**config.mk**
```make
export PLATFORM = sky130hd
export DESIGN_NAME = mem_access
export DESIGN_NICKNAME = d
export VERILOG_FILES = /design/src/rtl/mem_access.sv
export SDC_FILE = /design/constraint.sdc
export NUM_CORES = 1
export LEC_CHECK = 0
export BUFFER_PORTS_ARGS = -buffer_cell sky130_fd_sc_hd__buf_2
export CAP_MARGIN = 10
export CORE_UTILIZATION = 47
export CTS_CLUSTER_SIZE = 12
export DETAILED_ROUTE_END_ITERATION = 8
export PLACE_DENSITY = 0.76
export SLEW_MARGIN = 20
export SYNTH_ARGS = -nofsm -noshare
export SYNTH_HDL_FRONTEND = slang
export SYNTH_SLANG_ARGS = --single-unit
```
**constraint.sdc**
```tcl
create_clock -name clk -period 2.61 [get_ports clk]
set_input_delay 0.3915 -clock clk [delete_from_list [all_inputs] [get_ports clk]]
set_output_delay 0.3915 -clock clk [all_outputs]
set_load 0.01 [all_outputs]
```
**src/rtl/mem_access.sv**
```systemverilog
// MEM-stage byte-serial load/store unit over an 8-bit RAM port.
// Optional alignment trap enabled by `define MEM_MISALIGN_CHECK_EN (adds misalign_err).
module mem_access #(
  parameter int unsigned ADDR_W = 32
) (
  input  logic              clk,
  input  logic              rst,
  input  logic [4:0]        mem_wd,
  input  logic              mem_wreg,
  input  logic [31:0]       mem_wdata,
  input  logic [3:0]        mem_op,
  input  logic [ADDR_W-1:0] mem_addr,
  input  logic [31:0]       mem_sdata,
  input  logic              ram_busy,
  input  logic [7:0]        ram_din,
  output logic              ram_req,
  output logic              ram_we,
  output logic [ADDR_W-1:0] ram_addr,
  output logic [7:0]        ram_dout,
  output logic              stall_req,
  output logic [4:0]        wb_wd,
  output logic              wb_wreg,
`ifdef MEM_MISALIGN_CHECK_EN
  output logic              misalign_err,
`endif
  output logic [31:0]       wb_wdata
);

  localparam logic [1:0] StIdle   = 2'd0;
  localparam logic [1:0] StAccess = 2'd1;
  localparam logic [1:0] StDone   = 2'd2;

  localparam logic [3:0] OpLb  = 4'd1;
  localparam logic [3:0] OpLh  = 4'd2;
  localparam logic [3:0] OpLw  = 4'd3;
  localparam logic [3:0] OpLbu = 4'd4;
  localparam logic [3:0] OpLhu = 4'd5;
  localparam logic [3:0] OpSb  = 4'd6;
  localparam logic [3:0] OpSh  = 4'd7;
  localparam logic [3:0] OpSw  = 4'd8;

  function automatic logic [2:0] op_bytes(input logic [3:0] op);
    case (op)
      OpLb, OpLbu, OpSb: op_bytes = 3'd1;
      OpLh, OpLhu, OpSh: op_bytes = 3'd2;
      OpLw, OpSw:        op_bytes = 3'd4;
      default:           op_bytes = 3'd0;
    endcase
  endfunction

  function automatic logic op_store(input logic [3:0] op);
    op_store = (op == OpSb) || (op == OpSh) || (op == OpSw);
  endfunction

  logic [1:0]        state_q, state_d;
  logic [3:0]        op_q, op_d;
  logic [ADDR_W-1:0] addr_q, addr_d;
  logic [31:0]       sdata_q, sdata_d;
  logic [4:0]        wd_q, wd_d;
  logic              wreg_q, wreg_d;
  logic [2:0]        idx_q, idx_d;
  logic [1:0]        cnt_q, cnt_d;
  logic [31:0]       asm_q, asm_d;
  logic              pend_q, pend_d;
  logic              mis_q, mis_d;

  logic [2:0]  nbytes;
  logic        in_mem_op;
  logic        misalign;
  logic [31:0] asm_full;

  assign nbytes    = op_bytes(op_q);
  assign in_mem_op = (op_bytes(mem_op) != 3'd0);
  assign misalign  = (((mem_op == OpLh) || (mem_op == OpLhu) || (mem_op == OpSh)) && mem_addr[0])
                  || (((mem_op == OpLw) || (mem_op == OpSw)) && (mem_addr[1:0] != 2'b00));

  // Last load byte arrives in the DONE cycle itself, so it bypasses the assembly register.
  always_comb begin
    asm_full = asm_q;
    if (pend_q) asm_full[{cnt_q, 3'b000} +: 8] = ram_din;
  end

  always_comb begin
    state_d = state_q;
    op_d    = op_q;
    addr_d  = addr_q;
    sdata_d = sdata_q;
    wd_d    = wd_q;
    wreg_d  = wreg_q;
    idx_d   = idx_q;
    cnt_d   = cnt_q;
    asm_d   = asm_q;
    pend_d  = pend_q;
    mis_d   = mis_q;
    case (state_q)
      StIdle: begin
        if (in_mem_op) begin
          op_d    = mem_op;
          addr_d  = mem_addr;
          sdata_d = mem_sdata;
          wd_d    = mem_wd;
          wreg_d  = mem_wreg;
          idx_d   = 3'd0;
          cnt_d   = 2'd0;
          asm_d   = 32'd0;
          pend_d  = 1'b0;
          state_d = StAccess;
`ifdef MEM_MISALIGN_CHECK_EN
          if (misalign) begin
            mis_d   = 1'b1;
            state_d = StDone;
          end
`endif
        end
      end
      StAccess: begin
        pend_d = 1'b0;
        if (pend_q) begin
          asm_d[{cnt_q, 3'b000} +: 8] = ram_din;
          cnt_d = cnt_q + 2'd1;
        end
        if ((idx_q < nbytes) && !ram_busy) begin
          idx_d  = idx_q + 3'd1;
          pend_d = !op_store(op_q);
          if (idx_q == nbytes - 3'd1) state_d = StDone;
        end
      end
      StDone: begin
        pend_d  = 1'b0;
        mis_d   = 1'b0;
        state_d = StIdle;
      end
      default: state_d = StIdle;
    endcase
  end

  always_comb begin
    ram_req   = 1'b0;
    ram_we    = 1'b0;
    ram_addr  = '0;
    ram_dout  = 8'd0;
    stall_req = 1'b0;
    wb_wd     = 5'd0;
    wb_wreg   = 1'b0;
    wb_wdata  = 32'd0;
`ifdef MEM_MISALIGN_CHECK_EN
    misalign_err = 1'b0;
`endif
    if (!rst) begin
      case (state_q)
        StIdle: begin
          if (in_mem_op) begin
            stall_req = 1'b1;
`ifdef MEM_MISALIGN_CHECK_EN
            misalign_err = misalign;
`endif
          end else begin
            wb_wd    = mem_wd;
            wb_wreg  = mem_wreg;
            wb_wdata = mem_wdata;
          end
        end
        StAccess: begin
          stall_req = 1'b1;
          if (idx_q < nbytes) begin
            ram_req  = 1'b1;
            ram_we   = op_store(op_q);
            ram_addr = addr_q + ADDR_W'(idx_q);
            if (op_store(op_q)) ram_dout = sdata_q[{idx_q[1:0], 3'b000} +: 8];
          end
        end
        StDone: begin
          wb_wd = wd_q;
`ifdef MEM_MISALIGN_CHECK_EN
          misalign_err = mis_q;
`endif
          if (!op_store(op_q) && !mis_q) begin
            wb_wreg = wreg_q;
            case (op_q)
              OpLb:    wb_wdata = {{24{asm_full[7]}}, asm_full[7:0]};
              OpLh:    wb_wdata = {{16{asm_full[15]}}, asm_full[15:0]};
              OpLbu:   wb_wdata = {24'd0, asm_full[7:0]};
              OpLhu:   wb_wdata = {16'd0, asm_full[15:0]};
              default: wb_wdata = asm_full;
            endcase
          end
        end
        default: ;
      endcase
    end
  end

  always_ff @(posedge clk) begin
    if (rst) begin
      state_q <= StIdle;
      op_q    <= 4'd0;
      addr_q  <= '0;
      sdata_q <= 32'd0;
      wd_q    <= 5'd0;
      wreg_q  <= 1'b0;
      idx_q   <= 3'd0;
      cnt_q   <= 2'd0;
      asm_q   <= 32'd0;
      pend_q  <= 1'b0;
      mis_q   <= 1'b0;
    end else begin
      state_q <= state_d;
      op_q    <= op_d;
      addr_q  <= addr_d;
      sdata_q <= sdata_d;
      wd_q    <= wd_d;
      wreg_q  <= wreg_d;
      idx_q   <= idx_d;
      cnt_q   <= cnt_d;
      asm_q   <= asm_d;
      pend_q  <= pend_d;
      mis_q   <= mis_d;
    end
  end

endmodule

```
# Word-level counts from Yosys, hierarchy flattened
# Memories as Yosys holds them, arrays and structs flattened. A register that Yosys moved wholly into a read port is not among the register bits.
# Index checks and enable logic that the tools add are counted.
totals:
  out_inout_bits: 81
  word_cells: 97
  reg_bits: 114
  rom_bits: 96
  n_memories: 2
  input_bits: 117
mem_list:
  columns: ["name", "words", "width", "read_ports", "rd_ports_with_merged_regs", "wr", "line", "source"]
  rows:
  - ["(no name shown)", 16, 3, 1, 0, 0, "43", "case (op)"]
  - ["(no name shown)", 16, 3, 1, 1, 0, "43", null]
op_classes:
  n_shift: 3
  addsub: 5
  order_cmp: 1
  mux: 47
  n_eq_ne: 14
  n_reduce_logical: 15
ops:
  columns: ["op", "n"]
  rows:
  - ["$mux W32", 8]
  - ["$pmux W32 S2", 2]
  - ["$pmux W32 S4", 1]
  - ["$add A32 B3 Y32", 1]
  - ["$bwmux W32", 1]
  - ["$mux W8", 4]
  - ["$shift A8 B7 Y32 const A", 1]
  - ["$shiftx A32 B6 Y8", 1]
  - ["$shiftx A8 B7 Y32", 1]
  - ["$eq A4 B3 Y1 const B", 4]
  - ["$mux W1", 13]
  - ["$mux W2", 5]
  - ["$mux W5", 2]
  - ["$pmux W5 S2", 1]
  - ["$reduce_and A3 Y1", 3]
  - ["$mux W4", 2]
  - ["$ne A2 B2 Y1 const B", 4]
  - ["$pmux W2 S2", 2]
  - ["$neg A5 Y7", 1]
  - ["$mux W3", 2]
  - ["$pmux W3 S2", 1]
  - ["$reduce_and A2 Y1", 3]
  - ["$reduce_bool A3 Y1", 2]
  - ["$eq A4 B1 Y1 const B", 1]
  - ["other kinds (16)", 19]

# Logic depth before layout (Yosys ltp)
# Gate-level depths: netlist of run 1.
logic_depth:
  ltp_word: 8
  mapped_depth: 9
  ltp_nobuf: 8

# Worst setup path before layout of run 1
# No wires, ideal clock.
synth_timing:
  kind: "reg2out"
  start: "register cnt_q[0]"
  end: "output wb_wdata[20]"
  t_required_ns: 2.219
  t_arrival_ns: 2.440
  setup_slack_ns: -0.221
  stages_incl_launch_ff: 10
  cell_sequence: "dfxtp_1 -> inv_1 -> ha_1 -> nor4bb_1 -> buf_2 -> a32o_1 -> nand2_1 -> a311oi_2 -> buf_2 -> a22o_1"
synth_between:
  elab_chain_len: 8
  elab_cells_between_ends: 9
  cone_classes: "1 x add/sub; 2 x shift; 6 x mux"
synth_rtl:
  columns: ["element", "line", "source"]
  rows:
  - ["from (decl)", "62", "logic [1:0] cnt_q, cnt_d;"]
  - ["from (signal assigned)", "214", "cnt_q <= cnt_d;"]
  - ["$neg A5 Y7 (*)", "80", "if (pend_q) asm_full[{cnt_q, 3'b000} +: 8] = ram_din;"]
  - ["$shiftx A8 B7 Y32 or $shift A8 B7 Y32 (tied branches)", "80", null]
  - ["$bwmux W32 (*)", "80", null]
  - ["$mux W32 (*)", "80", null]
  - ["$pmux W32 S4 (*)", "179", "case (op_q)"]
  - ["$mux W32 (*)", "177", "if (!op_store(op_q) && !mis_q) begin"]
  - ["$pmux W32 S2 (*)", "150", "case (state_q)"]
  - ["$mux W32 (*)", "149", "if (!rst) begin"]
  - ["to (decl)", "26", "output logic [31:0] wb_wdata"]
# Mark *: on every way between the ends. The rest lies on a longest branch, timed or not.

# Worst setup path after layout of run 1
layout_timing:
  start: "register idx_q[1]"
  end: "output ram_addr[29]"
layout_between:
  elab_chain_len: 4
  elab_cells_between_ends: 5
  cone_classes: "1 x add/sub; 1 x order compare; 3 x mux"
layout_rtl:
  columns: ["element", "line", "source"]
  rows:
  - ["from (decl)", "61", "logic [2:0] idx_q, idx_d;"]
  - ["from (signal assigned)", "213", "idx_q <= idx_d;"]
  - ["$add A32 B3 Y32 or $lt A3 B3 Y1 (tied branches)", "168, 165", null]
  - ["$mux W32 (*)", "165", "if (idx_q < nbytes) begin"]
  - ["$mux W32 (*)", "150", null]
  - ["$mux W32 (*)", "149", null]
  - ["to (decl)", "18", "output logic [ADDR_W-1:0] ram_addr,"]
# Marked as above.

==> results of run 1 <==
## cells in the mapped netlist, types with 4 or more instances
master     instances  area (sq um)
a22o_1            43           377
ha_1              13           163
o21ai_0           30           150
o21a_1             4          30.0
buf_2              6          30.0
buf_1              6          22.5
a22oi_1           21           158
clkbuf_1          41           154
nand2_1          171           642
nor3_1            10          50.1
xnor2_1           20           175
nand2b_1           4          25.0
dfxtp_1          117          2340
or4_1              4          30.0
nand3_1           16          80.1
a221o_1           16           160
nor4b_1            5          43.8
nor2b_1           15          93.8
mux4_2             8           180
nor3b_1            4          30.0
nor4_1             9          56.3
and2_1             4          25.0
or3_1              8          50.1
and3_1             5          31.3
xor2_1             4          35.0
a32oi_1            7          61.3
o31ai_1            4          30.0
inv_1             15          56.3
a2bb2oi_1          7          61.3
a21oi_1           90           450
a31oi_1            4          25.0
nand4_1            5          31.3
nor2_1            51           191
## report_power, final
part	total, mW	internal [mW]	leakage (nW)	switching (mW)
combinational	0.854	0.380	2.59	0.474
sequential	1.96	1.88	0.962	0.0815
clock	2.47	1.64	0.304	0.837
total	5.29	3.89	3.86	1.39
## sequential cells by signal, summed over array words and instances, names as in the netlist
signal and count:
addr_q 32, op_q 4, cnt_q 2, asm_q 32, wreg_q 1, pend_q 1
wd_q 5, nbytes 3, idx_q 3, sdata_q 32, state_q 2
## logic make-up after synthesis
kind of cell             after synthesis  share of synthesized area [%]
AO/OA/AOI/OAI                        240                           25.6
XOR/XNOR                              24                           3.29
adder cells (fa/ha/maj)               14                           2.86
buffers and inverters                 70                           4.47
flip-flops                           117                           36.7
multiplexers                          11                           3.33
AND/OR/NAND/NOR                      327                           23.8
## per-stage QoR
| stage | cells | hold WS, ns | setup slack (ns) | TNS (ns) | cell area (sq um) |
|---|---|---|---|---|---|
| floorplan | 803 | 0.425 | 0.0356 | 0 | 6410 |
| global placement | 1168 | 0.435 | 0.160 | 0 | 7800 |
| detailed placement | 1168 | 0.442 | 0.121 | 0 | 7800 |
| CTS | 1222 | 0.186 | -0.258 | -10.54 | 8990 |
| global route | 1231 | 0.203 | -0.348 | -16.22 | 9340 |
| finish | 1231 | 0.201 | -0.279 | -11.88 | 9340 |
## final cells by class
cell class	instances	area, sq um
inverter	15	63.8
tap	176	220
clock inverter	10	153
timing repair buffer	273	1850
fill	996	3900
clock buffer	22	464
multi-input combinational	618	4230
sequential	117	2370
## final timing paths
kind / from / endpoint / slack (ns) / depth (start not counted)
worst max-delay path: idx_q[1]$_SDFFE_PP0P_ / ram_addr[29] / -0.28 / 7
worst min-delay path: mem_addr[16] / addr_q[16]$_SDFFE_PP0P_ / 0.20 / 3
worst max register to register: cnt_q[0]$_SDFFE_PP0P_ / asm_q[22]$_SDFFE_PP0P_ / 0.47 / 8
worst min register to register: sdata_q[17]$_SDFFE_PP0P_ / sdata_q[17]$_SDFFE_PP0P_ / 0.45 / 2
## worst max-delay path: stages, from the launching register on
cell     delay [ns]
dfxtp_4        0.36
ha_4           0.26
a21o_1         0.16
a21oi_4        0.09
or4_4          0.49
or4_4          0.44
a21oi_2        0.13
buf_2          0.13
## what timing repair did
item	4_1_cts	5_1_grt
gates resized for setup	89	75
setup endpoints to repair	64	68
cloned	7	0
pin swaps	22	29
hold buffers	0	0
buffers inserted	15	13
endpoints found under the hold margin	0	0
## per-layer routing
layer  routed length, microns  vias up  global-route usage (%)
li1                         -     3391                       -
met1                     8600     3404                    36.9
met2                    10300      346                    48.1
met3                     1780       52                    7.09
met4                      604        0                    13.8
met5                        0        -                       0
==> reports/qor.yml, run 1 <==
io_pins: 198
status: "complete, but fails checks"
h-tree-depth: 4
drt-vias-per-instance: 5.84
slew_viol_final: 0
startpoint_type: "flip-flop"
syn-instance-count: 803
mostFrequentLayoutCell: "buf_2"
antenna_found_initial: 0
finalHoldViolCount: 0
p_leak_nw: 3.86
drv_cap: 0
tritoncts: "built"
grt_pass1_vias: 6651
nets: 1173
wl_mm: 21.3
power_density_mw_per_mm2: 566
vias: 7193
clockRootBuffer: "clkbuf_16"
port_buffers: 197
ys_seq_area_share_pct: 36.7
crit_arrival_ns: 2.50
hold_path.class: "in2reg"
netlist_area_sq_mm: 0.00638
ant_nets: 0
yosys_warnings: 0
irDropWorstVdd_v: 0.000445
finalSetupViolCount: 66
first_pass_iters: 5
clockBufferDepth: 2
max-slew-margin-rel_pct: 51.5
final_layout_size_suffix_gt1_share_pct: 39.0
die_width_microns: 119
grt_pass1_wl_mm: 32.9
hpwl_mm: 13.2
cp_max_fo: 8
p_total_mw: 5.29
end_kind: "output pin"
violations: "setup timing"
ys_async_sr_fraction_pct: 0
worstSetupPathType: "reg2out"
synthToLayoutAreaGrowth_pct: 46.4
dr.first_iter.drc_count: 715
setup_slack_ns: -0.279
clk_pin_slew_ns: 0.06
min_period_ns: 2.89
rsz0062_at_grt: "yes"
max_slew.worst_pin.slew_ns: 0.722
postSynthAreaPerCell_sq_um: 7.95
ys_ff_latch: 117
grt_max_degree: 75
skew_ns: 0.00959
fin_crit_sh_pct: 111
synth_edf_count: 0
antennaDiodeCount: 0
clkSinkCount: 117
drc: 0
max_clock_freq_ghz: 0.346
numCtsBuffers: 17
gp_congestion: 0.883
gr-usage-all-layers_pct: 29.6
core_sq_mm: 0.0132
die_h_microns: 119
final_core_util_pct: 70.5
synth.distinct_cells: 56
overflow: 0
synth_ff_type: "dfxtp_1"
syn_nets: 934
wl_per_cell_microns: 17.3
layout_common_cells: "buf_2, nand2_1, dfxtp_1, a21oi_1, buf_4"
start_util_pct: 48.2
clock_latency_ns: 0.43
row_count: 42
dieArea_sq_mm: 0.0140
required_ns: 2.22
No activity file was read; power rests on OpenSTA's default activity.
==> run 2: changes to the inputs <==
==> config.mk (replaced) <==
export PLATFORM = sky130hd
export DESIGN_NAME = mem_access
export DESIGN_NICKNAME = d
export VERILOG_FILES = /design/src/rtl/mem_access.sv
export SDC_FILE = /design/constraint.sdc
export NUM_CORES = 1
export LEC_CHECK = 0
export BUFFER_PORTS_ARGS = -buffer_cell sky130_fd_sc_hd__buf_4
export CAP_MARGIN = 10
export CELL_PAD_IN_SITES_DETAIL_PLACEMENT = 0
export CELL_PAD_IN_SITES_GLOBAL_PLACEMENT = 1
export CORE_UTILIZATION = 34
export CTS_CLUSTER_SIZE = 12
export DETAILED_ROUTE_END_ITERATION = 8
export PLACE_DENSITY = 0.77
export SLEW_MARGIN = 20
export SYNTH_ARGS = -nofsm -noshare
export SYNTH_HDL_FRONTEND = slang
export SYNTH_SLANG_ARGS = --single-unit
==> reports/qor.yml, run 2 (synthesized netlist as in run 1, its figures left out) <==
synthToLayoutAreaGrowth_pct: 55.8
required_ns: 2.22
skew_ns: 0.00577
slew_viol_final: 0
clk_pin_slew_ns: 0.06
worstHoldStart: "mem_addr[14]"
grt_pass1_wl_mm: 34.5
fin_crit_sh_pct: 111
start_util_pct: 35.2
hold_depth: 3
status: "complete, but fails checks"
numCtsBuffers: 17
grtUsageMet3_pct: 4.63
irDropWorstVdd_v: 0.000481
min_period_ns: 2.89
first_pass_iters: 7
drt-vias-per-instance: 5.37
layout_common_cells: "buf_4, nand2_1, dfxtp_1, a21oi_1, a22o_1"
final_layout_size_suffix_gt1_share_pct: 40.4
row_count: 49
wl_mm: 21.8
p_leak_nw: 3.94
nets: 1173
setup_slack_ns: -0.277
power_density_mw_per_mm2: 524
mostFrequentLayoutCell: "buf_4"
max_clock_freq_ghz: 0.346
grtUsageMet2_pct: 36.1
multiInputGateArea_sq_mm: 0.00434
fillers: 1711
reg_top3: "addr_q x32, asm_q x32, sdata_q x32"
end_kind: "output pin"
final_area_sq_mm: 0.00994
seq_area_sq_mm: 0.00236
vias: 6889
max_slew.worst_pin.slew_ns: 0.931
worst_r2r_path_depth: 7
hold_path.class: "in2reg"
max-slew-margin-rel_pct: 37.9
drv_cap: 0
post_dp_cell_area_sq_mm: 0.00837
clkSinkCount: 117
overflow: 0
finalSetupViolCount: 62
cts_hold_buf: 0
dr.first_iter.drc_count: 376
crit-reg2reg-capture: "asm_q[14]$_SDFFE_PP0P_"
violations: "DRC, setup timing"
min_to: "addr_q[14]$_SDFFE_PP0P_"
finalHoldViolCount: 0
clock_latency_ns: 0.43
rsz0062_at_grt: "yes"
cp_max_fo: 7
worstSetupPathType: "reg2out"
antenna_found_initial: 0
grt_max_degree: 83
h-tree-depth: 4
wl_per_cell_microns: 17.0
reg2reg_from: "cnt_q[1]$_SDFFE_PP0P_"
met1_usage_pct: 29.5
crit_arrival_ns: 2.50
p_total_mw: 5.21
worst_hold_slack_ns: 0.205
die_width_microns: 139
gr-usage-all-layers_pct: 22.5
ant_nets: 0
top_usage_layer: "met2"
clockBufferDepth: 2
startpoint_type: "flip-flop"
hpwl_mm: 14.5
grt_pass1_vias: 6588
tritoncts: "built"
gp_congestion: 0.847
r2r_slack_ns: 0.52
core_sq_mm: 0.0181
port_buffers: 197
antennaDiodeCount: 0
drc: 12
clockRootBuffer: "clkbuf_16"
io_pins: 198
dieArea_sq_mm: 0.0193
die_h_microns: 139
## run 2: metal layers
metal	wire (microns)	share of wire (%)
met5	0	0
met4	383	1.8
met3	1370	6.3
met2	10300	47
met1	9760	45
## run 2: what timing repair did
action,4_1_cts,5_1_grt
setup endpoints to repair,73,76
pin swaps,25,30
resized for setup,90,90
gates cloned,5,1
setup buffers,16,12
## run 2: worst max-delay path, cell delays in order, from the launching register on
cell,delay [ns]
dfxtp_4,0.36
buf_6,0.09
buf_6,0.09
buf_6,0.09
fa_2,0.20
a21o_1,0.16
nand4_1,0.17
buf_6,0.19
buf_4,0.14
or3_4,0.32
a21oi_2,0.13
buf_4,0.13
## run 2: power breakdown
group	leakage [nW]	switching (mW)	internal [mW]
sequential	0.960	0.0723	1.88
clock	0.272	0.916	1.40
combinational	2.71	0.487	0.454
total	3.94	1.48	3.74
## run 2: worst max-delay path by stage
stage | start | to | slack, ns
4_1_cts | cnt_q[1]$_SDFFE_PP0P_ | wb_wdata[30] | -0.29
6_report | idx_q[1]$_SDFFE_PP0P_ | ram_addr[14] | -0.28
3_5_place_dp | op_q[3]$_SDFFE_PP0P_ | wb_wdata[15] | 0.06
3_3_place_gp | addr_q[9]$_SDFFE_PP0P_ | ram_addr[19] | 0.08
2_1_floorplan | idx_q[0]$_SDFFE_PP0P_ | ram_addr[11] | 0.04
5_1_grt | cnt_q[0]$_SDFFE_PP0P_ | wb_wdata[18] | -0.40
## run 2: per-stage QoR
stage | utilization (%) | cells | setup TNS [ns] | worst slack [ns]
6_report | 54.8 | 1284 | -9.92 | -0.277
3_3_place_gp | 46.1 | 1223 | 0 | 0.0811
3_5_place_dp | 46.1 | 1223 | 0 | 0.0623
2_1_floorplan | - | 803 | 0 | 0.0356
5_1_grt | 54.8 | 1284 | -16.03 | -0.395
4_1_cts | 52.4 | 1276 | -9.40 | -0.286
## run 2: area by class of cell
cell class	count	share of cell area [%]
clock inverter	15	1.57
multi-input combinational	617	43.6
timing repair buffer	274	23.3
tap	229	2.88
inverter	15	0.617
sequential	117	23.7
clock buffer	17	4.28
